===== src/rtl/vlsu_pkg.sv =====
// vlsu_pkg
// Shared types and defaults for the vector load/store unit.
//   state_t          : access sequencer states (IDLE, BEAT, DRAIN)
//   lane_idx_t       : lane/beat index for the default lane count
//   ADDR_MAX_DEFAULT : highest legal byte address of the data memory
package vlsu_pkg;

  typedef enum logic [1:0] {
    IDLE  = 2'd0,
    BEAT  = 2'd1,
    DRAIN = 2'd2
  } state_t;

  localparam int DEFAULT_LANES = 4;
  // A single-lane unit still needs a one-bit index.
  localparam int DEFAULT_IDX_W = (DEFAULT_LANES > 1) ? $clog2(DEFAULT_LANES) : 1;

  typedef logic [DEFAULT_IDX_W-1:0] lane_idx_t;

  localparam logic [31:0] ADDR_MAX_DEFAULT = 32'h3D08F;

endpackage


===== src/rtl/vlsu_addr_gen.sv =====
// vlsu_addr_gen
// Beat address generator: base/stride accumulator plus range clamp.
//   clk, rst      : clock, synchronous active-high reset
//   use_live      : 1 = present base_addr directly (acceptance / scalar cycle)
//   start         : accept an access; latch stride and the next beat address
//   start_stride  : 1 = next address is base+stride, 0 = hold base (drain)
//   step          : advance the held address by the latched stride
//   base_addr     : lane-0 byte address
//   stride        : byte distance between lanes (unsigned, wraps mod 2^N)
//   addr          : clamped beat address (0 when out of range)
//   fault         : current beat address exceeds ADDR_MAX
module vlsu_addr_gen #(
  parameter int          N        = 32,
  parameter logic [31:0] ADDR_MAX = 32'h3D08F
) (
  input  logic         clk,
  input  logic         rst,
  input  logic         use_live,
  input  logic         start,
  input  logic         start_stride,
  input  logic         step,
  input  logic [N-1:0] base_addr,
  input  logic [N-1:0] stride,
  output logic [N-1:0] addr,
  output logic         fault
);

  localparam logic [N-1:0] LIMIT = N'(ADDR_MAX);

  logic [N-1:0] addr_reg;
  logic [N-1:0] stride_reg;
  logic [N-1:0] raw_addr;

  // Incremental address: only an adder, no multiplier, per beat.
  always_ff @(posedge clk) begin
    if (rst) begin
      addr_reg   <= '0;
      stride_reg <= '0;
    end else if (start) begin
      stride_reg <= stride;
      addr_reg   <= start_stride ? (base_addr + stride) : base_addr;
    end else if (step) begin
      addr_reg <= addr_reg + stride_reg;
    end
  end

  assign raw_addr = use_live ? base_addr : addr_reg;
  assign fault    = (raw_addr > LIMIT);
  assign addr     = fault ? '0 : raw_addr;

endmodule


===== src/rtl/vector_lsu.sv =====
// vector_lsu
// MEM-stage load/store unit: splits a LANES x N-bit vector access into one
// memory beat per lane (strided, masked, range-clamped) and stalls the
// pipeline until the access completes. Scalar accesses pass straight through.
//   clk, rst        : clock, synchronous active-high reset
//   op_store/op_load: request type (store wins if both are set)
//   op_vector       : 1 = vector access, 0 = scalar
//   base_addr       : lane-0 byte address;  stride: byte step between lanes
//   lane_mask       : per-lane enable;      store_data: LANES packed lanes
//   mem_rdata       : data memory read data (READ_LATENCY 0 or 1)
//   stall           : freezes PC and pipe registers
//   mem_wen/mem_addr/mem_wdata : data memory write port / address
//   load_vector     : load result to MEM/WB
//   addr_fault      : pulse for a beat whose address exceeded ADDR_MAX
module vector_lsu
  import vlsu_pkg::*;
#(
  parameter int          N            = 32,
  parameter int          LANES        = 4,
  parameter logic [31:0] ADDR_MAX     = ADDR_MAX_DEFAULT,
  parameter int          READ_LATENCY = 0
) (
  input  logic                 clk,
  input  logic                 rst,
  input  logic                 op_store,
  input  logic                 op_load,
  input  logic                 op_vector,
  input  logic [N-1:0]         base_addr,
  input  logic [N-1:0]         stride,
  input  logic [LANES-1:0]     lane_mask,
  input  logic [N*LANES-1:0]   store_data,
  input  logic [N-1:0]         mem_rdata,
  output logic                 stall,
  output logic                 mem_wen,
  output logic [N-1:0]         mem_addr,
  output logic [N-1:0]         mem_wdata,
  output logic [N*LANES-1:0]   load_vector,
  output logic                 addr_fault
);

  localparam int             V     = N * LANES;
  localparam int             KW    = (LANES > 1) ? $clog2(LANES) : 1;
  localparam logic [KW-1:0]  LAST  = KW'(LANES - 1);
  localparam bit             MULTI = (LANES > 1);
  localparam bit             RL1   = (READ_LATENCY == 1);

  state_t          state_reg, state_next;
  logic [KW-1:0]   k_reg, k_next;

  // Request copies held for beats 1..LANES-1.
  logic            store_reg, load_reg, vec_reg;
  logic [LANES-1:0] mask_reg;
  logic [N-1:0]    data_reg  [LANES];
  logic [N-1:0]    lanes_reg [LANES];

  logic            req, is_store, is_load, accept_vec;
  logic            ag_use_live, ag_start, ag_start_stride, ag_step;
  logic [N-1:0]    cur_addr;
  logic            cur_fault;
  logic            cur_keep, beat_load, last_beat;
  logic            cap_en, cap_keep, pend_keep;
  logic [KW-1:0]   cap_idx;
  logic            bypass, zext;
  logic [N-1:0]    gated_rdata;

  assign is_store   = op_store;
  assign is_load    = op_load & ~op_store;
  assign req        = op_store | op_load;
  assign accept_vec = req & op_vector & MULTI;

  // Address generator controls depend only on state and request, keeping
  // them free of the clamp result.
  assign ag_use_live     = (state_reg == IDLE);
  assign ag_start        = (state_reg == IDLE) & (accept_vec | (RL1 & is_load));
  assign ag_start_stride = accept_vec;
  assign ag_step         = (state_reg == BEAT) & (k_reg != LAST);

  vlsu_addr_gen #(
    .N        (N),
    .ADDR_MAX (ADDR_MAX)
  ) u_addr_gen (
    .clk          (clk),
    .rst          (rst),
    .use_live     (ag_use_live),
    .start        (ag_start),
    .start_stride (ag_start_stride),
    .step         (ag_step),
    .base_addr    (base_addr),
    .stride       (stride),
    .addr         (cur_addr),
    .fault        (cur_fault)
  );

  always_ff @(posedge clk) begin
    if (rst) begin
      state_reg <= IDLE;
      k_reg     <= '0;
      store_reg <= 1'b0;
      load_reg  <= 1'b0;
      vec_reg   <= 1'b0;
      mask_reg  <= '0;
    end else begin
      state_reg <= state_next;
      k_reg     <= k_next;
      // Re-latched every idle cycle; frozen once an access is in flight.
      if (state_reg == IDLE) begin
        store_reg <= is_store;
        load_reg  <= is_load;
        vec_reg   <= op_vector;
        mask_reg  <= lane_mask;
      end
    end
  end

  always_comb begin
    state_next  = state_reg;
    k_next      = k_reg;
    stall       = 1'b0;
    mem_wen     = 1'b0;
    mem_wdata   = '0;
    addr_fault  = 1'b0;
    cur_keep    = 1'b0;
    beat_load   = 1'b0;
    last_beat   = 1'b0;
    unique case (state_reg)
      IDLE: begin
        // Beat 0 (or the scalar access) runs from the live inputs.
        cur_keep   = (~op_vector | lane_mask[0]) & ~cur_fault;
        mem_wdata  = store_data[N-1:0];
        mem_wen    = is_store & cur_keep;
        addr_fault = req & cur_fault;
        beat_load  = is_load;
        if (accept_vec) begin
          stall      = 1'b1;
          state_next = BEAT;
          k_next     = KW'(1);
        end else if (RL1 && is_load) begin
          stall      = 1'b1;
          state_next = DRAIN;
        end
      end
      BEAT: begin
        cur_keep   = mask_reg[k_reg] & ~cur_fault;
        mem_wdata  = data_reg[k_reg];
        mem_wen    = store_reg & cur_keep;
        addr_fault = cur_fault;
        beat_load  = load_reg;
        if (k_reg == LAST) begin
          last_beat  = 1'b1;
          k_next     = '0;
          stall      = RL1 & load_reg;
          state_next = (RL1 && load_reg) ? DRAIN : IDLE;
        end else begin
          stall  = 1'b1;
          k_next = k_reg + KW'(1);
        end
      end
      DRAIN: begin
        // Final read data arrives now; address is held, nothing is written.
        cur_keep   = pend_keep;
        state_next = IDLE;
      end
      default: state_next = IDLE;
    endcase
    if (rst) begin
      state_next = IDLE;
      k_next     = '0;
      stall      = 1'b0;
      mem_wen    = 1'b0;
      mem_wdata  = '0;
      addr_fault = 1'b0;
      beat_load  = 1'b0;
      last_beat  = 1'b0;
    end
  end

  assign mem_addr = rst ? '0 : cur_addr;

  // Lane capture source: the beat itself at latency 0, or a one-deep
  // pipeline of (lane index, keep) at latency 1.
  generate
    if (READ_LATENCY == 1) begin : g_rl1
      logic          pend_valid_reg;
      logic [KW-1:0] pend_idx_reg;
      logic          pend_keep_reg;
      always_ff @(posedge clk) begin
        if (rst) begin
          pend_valid_reg <= 1'b0;
          pend_idx_reg   <= '0;
          pend_keep_reg  <= 1'b0;
        end else begin
          pend_valid_reg <= beat_load;
          pend_idx_reg   <= k_reg;
          pend_keep_reg  <= cur_keep;
        end
      end
      assign cap_en    = pend_valid_reg;
      assign cap_idx   = pend_idx_reg;
      assign cap_keep  = pend_keep_reg;
      assign pend_keep = pend_keep_reg;
    end else begin : g_rl0
      assign cap_en    = beat_load;
      assign cap_idx   = k_reg;
      assign cap_keep  = cur_keep;
      assign pend_keep = 1'b0;
    end
  endgenerate

  assign gated_rdata = cur_keep ? mem_rdata : '0;
  // Completion cycle: the last lane bypasses its register.
  assign bypass = (!RL1 && last_beat && load_reg) || ((state_reg == DRAIN) && vec_reg);
  assign zext   = (state_reg == IDLE) || ((state_reg == DRAIN) && !vec_reg);

  genvar gi;
  generate
    for (gi = 0; gi < LANES; gi++) begin : g_lane
      always_ff @(posedge clk) begin
        if (rst) begin
          data_reg[gi]  <= '0;
          lanes_reg[gi] <= '0;
        end else begin
          if (state_reg == IDLE)
            data_reg[gi] <= store_data[gi*N +: N];
          if (cap_en && (cap_idx == KW'(gi)))
            lanes_reg[gi] <= cap_keep ? mem_rdata : '0;
        end
      end

      always_comb begin
        if (rst)
          load_vector[gi*N +: N] = '0;
        else if (zext)
          load_vector[gi*N +: N] = (gi == 0) ? gated_rdata : '0;
        else if (bypass && (gi == LANES - 1))
          load_vector[gi*N +: N] = gated_rdata;
        else
          load_vector[gi*N +: N] = lanes_reg[gi];
      end
    end
  endgenerate

endmodule


===== config.mk =====
export PLATFORM = sky130hd
export DESIGN_NAME = vector_lsu
export DESIGN_NICKNAME = d
export VERILOG_FILES = /design/src/rtl/vlsu_pkg.sv /design/src/rtl/vlsu_addr_gen.sv /design/src/rtl/vector_lsu.sv
export SDC_FILE = /design/constraint.sdc
export NUM_CORES = 1
export LEC_CHECK = 0
export ABC_AREA = 1
export CORE_UTILIZATION = 40
export CTS_CLUSTER_SIZE = 14
export DETAILED_ROUTE_END_ITERATION = 7
export PLACE_DENSITY = 0.65
export REMOVE_ABC_BUFFERS = 1
export SYNTH_ARGS = -nofsm -noshare
export SYNTH_HDL_FRONTEND = slang
export SYNTH_SLANG_ARGS = --single-unit

===== constraint.sdc =====
create_clock -name clk -period 13.1 [get_ports clk]
set_input_delay 1.965 -clock clk [delete_from_list [all_inputs] [get_ports clk]]
set_output_delay 1.965 -clock clk [all_outputs]
set_load 0.02 [all_outputs]

==> key figures, run 1 <==
GRT
  • Vias in the first global route: 18760
  • Grt ovf: 0
  • Met3 usage: 4.652%
  • GR Util met2: 45.42%
  • Initial antenna violation count: 7
  • GRT Util Overall: 26.65%
  • Met1 Use GR: 34.11%
  • Most Crowded Layer GR: met2
  • First-pass GRT wire length: 104800 um
  • Largest net degree at the start of global routing: 119

STA
  • Max-slew violation count: 0
  • Fin crit share: 58.33%
  • Worst-Margin Slew: 1.218 ns
  • Setup-failing EPs final: 0
  • Clk_skew: 0.01993 ns
  • Fmax achieved: 130.9 MHz
  • RSZ-0062 raised after global routing: no
  • Final hold vios: 0
  • Min Clock Period, post-route: 7.641 ns
  • Worst slew margin: 18.70%

Setup path
  • Worst reg2reg path depth: 11
  • Crit end category: output pin
  • Kind of critical path: in2out
  • RR Startpoint: state_reg[0]
  • Req. time, crit path: 11.14 ns
  • Flop2flop setup slack: 9.27 ns
  • Crit-path max FO: 59
  • R2r endpoint: lanes_reg[2][0]
  • Critical path arrival: 5.68 ns
  • Crit path launch type: input port

Synthesis
  • Post-synthesis compound-gate area fraction: 11.70%
  • Part of the Yosys area used for sequential elements: 45.53%
  • Synth warnings: 0
  • Post-synthesis register bit count: 331
  • Mapped cell area: 20180 um2
  • Post-synth EDFFs: 256
  • Asr flop ratio synth: 0%
  • Xor/xnor cell area share of the yosys netlist: 0.2170%
  • Mux contribution to synthesized area: 0.04959%
  • Syn Inst Count: 2724
  • Simple-gate share of the synthesized area: 27.64%
  • Largest family of logic cells by synthesized area: simple AND/OR/NAND/NOR gates
  • Syn_area_per_cell: 7.409 um2
  • Ys flop type: edfxtp_1
  • Post-Synth Adder-Cell Area: 4.290%
  • Netlist cell types: 48

Placement
  • IO Port Bufs: 413
  • Dpl cells: 3701
  • Hpwl dp: 49020 um
  • Final Wtd Congestion: 0.9737
  • Area after DPL: 24740 um2

Cells and area
  • Share of cells above drive strength 1: 4.380%
  • Most common cell after layout, fill and taps aside: nand2_1
  • Footprint of the multi-input gates: 8942 um2
  • Non-filler instance count after layout: 3775
  • Nets: 3377
  • Area grow syn2layout: 28.60%
  • Fill count: 4722
  • Fin area: 25960 um2
  • Sequential cell area: 9194 um2
  • Most frequent cells in the layout: nand2_1 (613), nor2_1 (552), clkdlybuf4s50_1 (412), inv_1 (386), edfxtp_1 (256)

Clock network
  • Clk_lat worst skew: 0.56 ns
  • Hold buffer count at cts: 0
  • Root buffer cell: clkbuf_16
  • CTS H-Tree Depth: 2
  • TritonCTS clock tree: done
  • CTS sink cnt: 331
  • Clock Path Buffers: 3
  • CTS Buf Count: 37
  • Post-CTS resize count: 0
  • CTS clk-pin slew, worst paths: 0.06 ns
  • Post-CTS setup buffers: 0

Status
  • Status: finished, final reports clean

Power and ir drop
  • Worst IR drop on VDD: 74.30 uV
  • Leak pwr: 0.01172 uW
  • Cell Pwr Density: 112.1 nW/um2

Detailed routing
  • Vias post-DR: 19100
  • Detailed Routing Iterations Pass 1: 7
  • DRC violations left: 0
  • Final WL: 69030 um
  • DRT iter0 DRCs: 1325
  • Via/cell ratio: 5.061
  • Final ANT Viol Nets: 0
  • WL/cell: 18.28 um

Hold path
  • Worst hold endpoint: mask_reg[0]
  • Hold path start: mask_reg[0]
  • Cells on Worst Hold Path: 2
  • HP Class: reg2reg

Die
  • Width of the die: 226.6 um
  • Die height: 226.6 um
  • # rows: 81
  • I/O pin count: 428
  • Area of the core: 49360 um2
  • Die area: 51360 um2
  • Initial core utilization: 40.89%

Flow run
  • Max Cap Viol: 0
[cell type report]
type / instances / area share, %
clock buffer: 50 / 3.880
clock inverter: 18 / 0.7472
timing repair buffer: 435 / 16.54
antenna: 6 / 0.05785
sequential: 331 / 35.42
tap: 664 / 3.201
multi-input combinational: 1879 / 34.45
inverter: 392 / 5.698
[through the flow]
step           total power, uW  TNS (ns)  setup slack, ns  util [%]  hold slack [ns]
3_5_place_dp              1876         0            5.474     50.13           0.4619
2_1_floorplan             1618    -45.80           -1.449         -           0.4231
5_1_grt                   3035         0            5.280     52.59           0.4950
3_3_place_gp              1869         0            5.518     50.13           0.4418
6_report                  2910         0            5.459     52.59           0.4747
4_1_cts                   2926         0            5.452     52.56           0.4756
[synthesized netlist by cell type (2+ instances only)]
master      n  area share [%]
edfxtp_1  256              38
nand2_1   613              11
buf_6       4            0.22
and2_1      2           0.062
buf_12      3            0.30
a31oi_1     2           0.062
o21a_1      5            0.19
nand2_4    30             1.7
o211ai_1    6            0.22
nand4_1    16            0.50
nor2_1    554              10
fa_1        2            0.20
o31ai_1     2           0.074
buf_2      17            0.42
inv_1     389             7.2
buf_4      14            0.52
o21bai_1   11            0.41
o21ai_0   214             5.3
nand3b_1   10            0.37
a21oi_1   121             3.0
xnor2_1     4            0.17
nor4_1      3           0.093
dfxtp_1    75             7.4
inv_2       2           0.037
a21oi_2     5            0.22
o22ai_1    32            0.99
a21boi_0    2           0.074
or2_2      11            0.34
nand3_1   102             2.5
a22o_1      2           0.087
clkbuf_1   84             1.6
nor3_1      8            0.20
ha_1       66             4.1
o21ai_1    31            0.77
buf_1      13            0.24
[routing by layer]
metal,vias to the layer above,share of wire [%]
met1,8986,43
met2,620,49
met3,91,6.1
met5,-,0.025
met4,2,2.7
li1,9405,-
[how the worst max path moves through the flow]
stage	depth (start not counted)	from	to	slack, ns
final	10	rst	load_vector[123]	5.46
after global routing	10	rst	load_vector[123]	5.28
after CTS	12	base_addr[23]	load_vector[0]	5.45
after detailed placement	10	rst	load_vector[123]	5.47
after global placement	10	rst	load_vector[123]	5.52
after floorplan	8	state_reg[0]	load_vector[100]	-1.45
[power by group]
group | switching (uW) | internal [uW] | total [uW] | leakage (uW)
Combinational | 378 | 229 | 606 | 0.00772
Clock | 445 | 607 | 1050 | 0.000591
Sequential | 36.0 | 1210 | 1250 | 0.00341
[worst max-delay path, cell delays in order]
cell	delay, ns
buf_2	0.17
nor2_4	0.46
inv_4	0.40
nor3_4	0.21
buf_4	0.46
inv_1	0.68
nand2_1	0.24
inv_1	0.06
a21oi_1	0.31
clkdlybuf4s50_1	0.70
[logic make-up after synthesis]
group	count (synthesis)
other	1
muxes	1
and+or+nand+nor	1353
AOI/OAI and AO/OA	438
buffers and inverters	527
DFF	331
xor gates and xnor gates	5
adders and majority gates	68
No activity file was read; power rests on OpenSTA's default activity.
==> inputs of run 2 (changes only) <==
clock period = 7.42 ns   (was 13.1 ns; I/O delays follow)
==> run 2 against run 1 <==
  * Final cell count increased by 0.19%
  * Die area unchanged
  * Largest cell class unchanged
  * Total power is 74% higher
  * Via count is 0.57% higher
  * Setup slack worse by 3.8 ns
  * Combinational power rose by 77%
  * Core utilization about the same
  * Worst hold slack got worse by 0.0060 ns
  * Sequential power increased by 77%
  * Critical path depth up 4
  * Highest routed layer unchanged
  * Global-route usage shrank 0.14 points
==> key figures, run 2 (synthesized netlist as in run 1, its figures left out) <==
Status
  • Status: finished, final reports clean

GRT
  • GRT Util Overall: 26.51%
  • Grt ovf: 0
  • Largest net degree at the start of global routing: 89
  • First-pass GRT wire length: 104900 um
  • Initial antenna violation count: 11
  • Vias in the first global route: 19210

Cells and area
  • Nets: 3381
  • Fin area: 25960 um2
  • Fill count: 4764
  • Most common cell after layout, fill and taps aside: nand2_1
  • Area grow syn2layout: 28.64%
  • Share of cells above drive strength 1: 4.503%
  • Most frequent cells in the layout: nand2_1 (613), nor2_1 (552), clkdlybuf4s50_1 (412), inv_1 (386), edfxtp_1 (256)

Setup path
  • CP max-delay cell: nand2_4
  • CP top delay family: simple AND/OR/NAND/NOR gates
  • Crit end category: output pin
  • Most used cell, CP: nand2_1
  • WP buf/inv: 2
  • Worst-path cell chain: inv_2 > nand2_1 > nand2_1 > nand3_1 > nand2_1 > nand2_1 > nand2_1 > nand2_1 > nand2_1 > nand4_1 > nand2_4 > nand2_1 > a21oi_1 > clkdlybuf4s50_1
  • Crit. Startpoint: state_reg[0]
  • Crit path launch type: register
  • Req. time, crit path: 6.31 ns
  • Crit-path max FO: 35
  • Critical path arrival: 4.66 ns
  • RR Startpoint: state_reg[0]
  • Kind of critical path: reg2out
  • Max incr delay on CP: 0.74 ns

Die
  • Die height: 226.6 um
  • Width of the die: 226.6 um
  • I/O pin count: 428
  • # rows: 81
  • Area of the core: 49360 um2
  • Die area: 51360 um2
  • Initial core utilization: 40.89%

Detailed routing
  • DRT met1 WL: 28450 um
  • DRT iter0 DRCs: 1556
  • WL/cell: 18.17 um
  • Vias post-DR: 19210
  • Highest routed layer: met5
  • DRC violations left: 0
  • WL met3: 4687 um
  • Final WL: 68710 um
  • Final ANT Viol Nets: 0
  • Via/cell ratio: 5.080
  • Detailed Routing Iterations Pass 1: 5
  • Met2 routed WL: 32950 um

Clock network
  • CTS Buf Count: 37
  • Root buffer cell: clkbuf_16
  • Post-CTS setup buffers: 0
  • Clock Path Buffers: 3
  • CTS sink cnt: 331
  • Hold buffer count at cts: 0
  • CTS H-Tree Depth: 2
  • Post-CTS resize count: 0
  • CTS clk-pin slew, worst paths: 0.06 ns
  • Clk_lat worst skew: 0.55 ns
  • TritonCTS clock tree: done

Hold path
  • HP Class: reg2reg
  • Hold path start: mask_reg[0]

Flow run
  • Max Cap Viol: 0

Placement
  • Worst Setup Slack post-DPL: 1.666 ns
  • IO Port Bufs: 413
  • Hpwl dp: 49260 um
  • Final Wtd Congestion: 0.9426
  • Area after DPL: 24770 um2

STA
  • Fmax achieved: 173.3 MHz
  • RSZ-0062 raised after global routing: no
  • Worst-Margin Slew: 1.104 ns
  • Max-slew violation count: 0
  • Worst Hold Slack: 0.4688 ns
  • Worst setup margin: 1.649 ns
  • Final hold vios: 0
  • Fin crit share: 77.78%
  • Worst slew margin: 26.31%
  • Setup-failing EPs final: 0
  • Clk_skew: 0.01454 ns
  • Min Clock Period, post-route: 5.771 ns

Power and ir drop
  • Leak pwr: 0.01173 uW
  • Worst IR drop on VDD: 171.0 uV
  • Cell Pwr Density: 195.5 nW/um2
==> run 2: cell type report <==
cell class | count | area [um2] | share of cell area (%)
diodes | 9 | 22.52 | 0.08674
clock buffers | 46 | 999.7 | 3.850
clock inverters | 22 | 171.4 | 0.6602
inverters | 392 | 1479 | 5.696
multi-input cells | 1879 | 8942 | 34.44
flip-flops and latches | 331 | 9194 | 35.41
well taps | 664 | 830.8 | 3.200
repair buffers | 439 | 4324 | 16.65
==> run 2: through the flow <==
| step | power, uW | util, % | TNS, ns | cells |
|---|---|---|---|---|
| finish | 5076 | 52.60 | 0 | 3782 |
| global route | 5297 | 52.60 | 0 | 3781 |
| CTS | 5105 | 52.56 | 0 | 3773 |
| detailed placement | 3312 | 50.19 | 0 | 3705 |
| global placement | 3300 | 50.19 | 0 | 3705 |
| floorplan | 2857 | - | -1643.59 | 2602 |
==> run 2: tightest hold or removal path: stages (launching register included) <==
cell and delay, ns:
dfxtp_1 0.33, nand2_1 0.05, o21ai_0 0.05
==> run 2: power breakdown <==
part           total, uW  internal, uW  leakage (uW)  switching (uW)
combinational       1070           406       0.00774             667
clock               1800          1030      0.000583             764
sequential          2210          2150       0.00341            62.8
==> run 2: metal layers <==
metal,track usage [%],up-vias
li1,-,9413
met1,32.96,8913
met2,45.08,753
met3,4.497,130
met4,11.49,4
met5,0,-
==> run 2: path summary, 6_finish.rpt <==
path,end,slack [ns],cells after the start
setup / recovery,load_vector[96],1.65,14
hold / removal,mask_reg[0],0.47,2
setup reg to reg,lanes_reg[3][29],3.71,8
hold reg to reg,mask_reg[0],0.47,2
==> inputs of run 3 (changes only) <==
PLACE_DENSITY = 0.68   (was 0.65)
clock period = 5.17 ns   (was 7.42 ns; I/O delays follow)
==> run 3 against run 2 <==
  * Die area did not move
  * Sequential share of layout area down 0.20 points
  * First-iteration DRC count decreased by 12%
  * Highest routed layer unchanged
  * Clock skew fell by 0.0051 ns
  * Critical path depth is 2 lower
  * Total power grew 45%
  * Register-to-register slack worse by 1.8 ns
  * Clock power rose by 47%
==> key figures, run 3 (synthesized netlist as in run 1, its figures left out) <==
STA
  • Clk_skew: 0.009394 ns
  • RSZ-0062 raised after global routing: no
  • Setup-failing EPs final: 0
  • Worst setup margin: 0.3801 ns
  • Max-slew violation count: 0
  • Fmax achieved: 208.8 MHz
  • Final hold vios: 0
  • Worst slew margin: 22.63%
  • Min Clock Period, post-route: 4.790 ns
  • Fin crit share: 92.65%
  • Worst-Margin Slew: 1.161 ns

Hold path
  • Hold path start: mask_reg[0]
  • HP Class: reg2reg
  • Worst hold endpoint: mask_reg[0]
  • Cells on Worst Hold Path: 2

Setup path
  • Crit end category: output pin
  • Kind of critical path: reg2out
  • Critical path arrival: 4.01 ns
  • Req. time, crit path: 4.39 ns
  • Flop2flop setup slack: 1.95 ns
  • R2r endpoint: lanes_reg[1][1]
  • Crit-path max FO: 40
  • Crit path launch type: register
  • RR Startpoint: state_reg[0]
  • Worst reg2reg path depth: 9

Cells and area
  • Most frequent cells in the layout: nand2_1 (613), nor2_1 (552), clkdlybuf4s50_1 (412), inv_1 (386), edfxtp_1 (256)
  • Share of cells above drive strength 1: 4.838%
  • Most common cell after layout, fill and taps aside: nand2_1
  • Fin area: 26110 um2
  • Nets: 3392
  • Core Util, Final: 52.90%
  • Area grow syn2layout: 29.37%
  • Non-filler instance count after layout: 3791
  • Fill count: 4722

Clock network
  • Clk_lat worst skew: 0.56 ns
  • CTS sink cnt: 331
  • Root buffer cell: clkbuf_16
  • TritonCTS clock tree: done
  • Clock Path Buffers: 3
  • CTS clk-pin slew, worst paths: 0.06 ns
  • CTS H-Tree Depth: 2
  • Post-CTS setup buffers: 0
  • CTS Buf Count: 38

Die
  • # rows: 81
  • Die area: 51360 um2
  • Die height: 226.6 um
  • Initial core utilization: 40.89%
  • I/O pin count: 428
  • Area of the core: 49360 um2
  • Width of the die: 226.6 um

Flow run
  • Max Cap Viol: 0

GRT
  • Initial antenna violation count: 8
  • Largest net degree at the start of global routing: 102
  • Grt ovf: 0
  • Vias in the first global route: 18900
  • GRT Util Overall: 26.62%
  • First-pass GRT wire length: 104600 um

Placement
  • Dpl cells: 3715
  • IO Port Bufs: 413
  • Final Wtd Congestion: 0.9540
  • Hpwl dp: 49810 um
  • Area after DPL: 24880 um2
  • Worst Setup Slack post-DPL: 0.5675 ns

Detailed routing
  • Detailed Routing Iterations Pass 1: 5
  • Final ANT Viol Nets: 0
  • DRT iter0 DRCs: 1365
  • WL/cell: 18.29 um
  • Final WL: 69340 um
  • Vias post-DR: 19350
  • Via/cell ratio: 5.103
  • DRC violations left: 0

Power and ir drop
  • Leak pwr: 0.01180 uW
  • Total power: 7374 uW
  • Cell Pwr Density: 282.4 nW/um2
  • Worst IR drop on VDD: 202.6 uV

Status
  • Status: finished, final reports clean
run 3: cell count changes in the layout (fill, tap and decap cells not counted), moves of 2 or more:
cell,change
diode_2,-3
clkinv_2,-4
clkbuf_8,-2
clkbuf_1,+6
clkbuf_16,+3
clkbuf_4,+3
clkinvlp_4,+2
buf_12,+3
buf_4,+7
clkinv_1,-5
run 3: metrics by stage:
| step | hold slack, ns | setup TNS (ns) |
|---|---|---|
| after global routing | 0.4925 | 0 |
| after CTS | 0.4783 | 0 |
| after detailed placement | 0.4575 | 0 |
| after global placement | 0.4465 | 0 |
| after floorplan | 0.4231 | -2739.91 |
| final | 0.4746 | 0 |
run 3: cell type report:
class | instances | area, um2 | area share [%]
Inverter | 392 | 1481 | 5.674
Sequential cell | 331 | 9194 | 35.21
Timing Repair Buffer | 449 | 4437 | 16.99
Multi-Input combinational cell | 1879 | 8942 | 34.25
Clock buffer | 56 | 1092 | 4.183
Clock inverter | 14 | 117.6 | 0.4505
Antenna cell | 6 | 15.01 | 0.05750
Tap cell | 664 | 830.8 | 3.182
run 3: how the worst max path moves through the flow:
stage,end,startpoint,cells after the start,slack (ns)
finish,load_vector[123],state_reg[0],12,0.38
global route,load_vector[123],state_reg[0],12,0.20
CTS,load_vector[123],state_reg[0],12,0.19
detailed placement,load_vector[123],base_addr[6],16,0.57
global placement,load_vector[20],base_addr[4],16,0.62
floorplan,load_vector[100],state_reg[0],8,-8.19
run 3: per-layer routing:
metal | part of all wire (%) | GRT usage, % | vias up
li1 | - | - | 9425
met1 | 40 | 32.52 | 9029
met2 | 49 | 45.72 | 754
met3 | 7.0 | 4.950 | 136
met4 | 3.9 | 11.31 | 2
met5 | 0.023 | 0 | -
run 3: what timing repair did:
action	4_1_cts	5_1_grt
resized for setup	0	2
setup endpoints to repair	0	2
hold buffers	0	0
run 3: critical path: stages, from the launching register on:
cell	delay (ns)
dfxtp_4	0.45
buf_4	0.36
nand2_1	0.13
nand4_1	0.17
nor2_1	0.14
nand2_1	0.08
nor2_1	0.21
nand4_1	0.18
nand2_4	0.39
buf_4	0.32
nand2_4	0.09
a21oi_1	0.22
clkdlybuf4s50_1	0.65
run 3: power by group:
group	total [uW]	internal (uW)	switching, uW
clock	2650	1530	1120
sequential	3170	3080	94.2
combinational	1550	589	958
total	7370	5200	2180
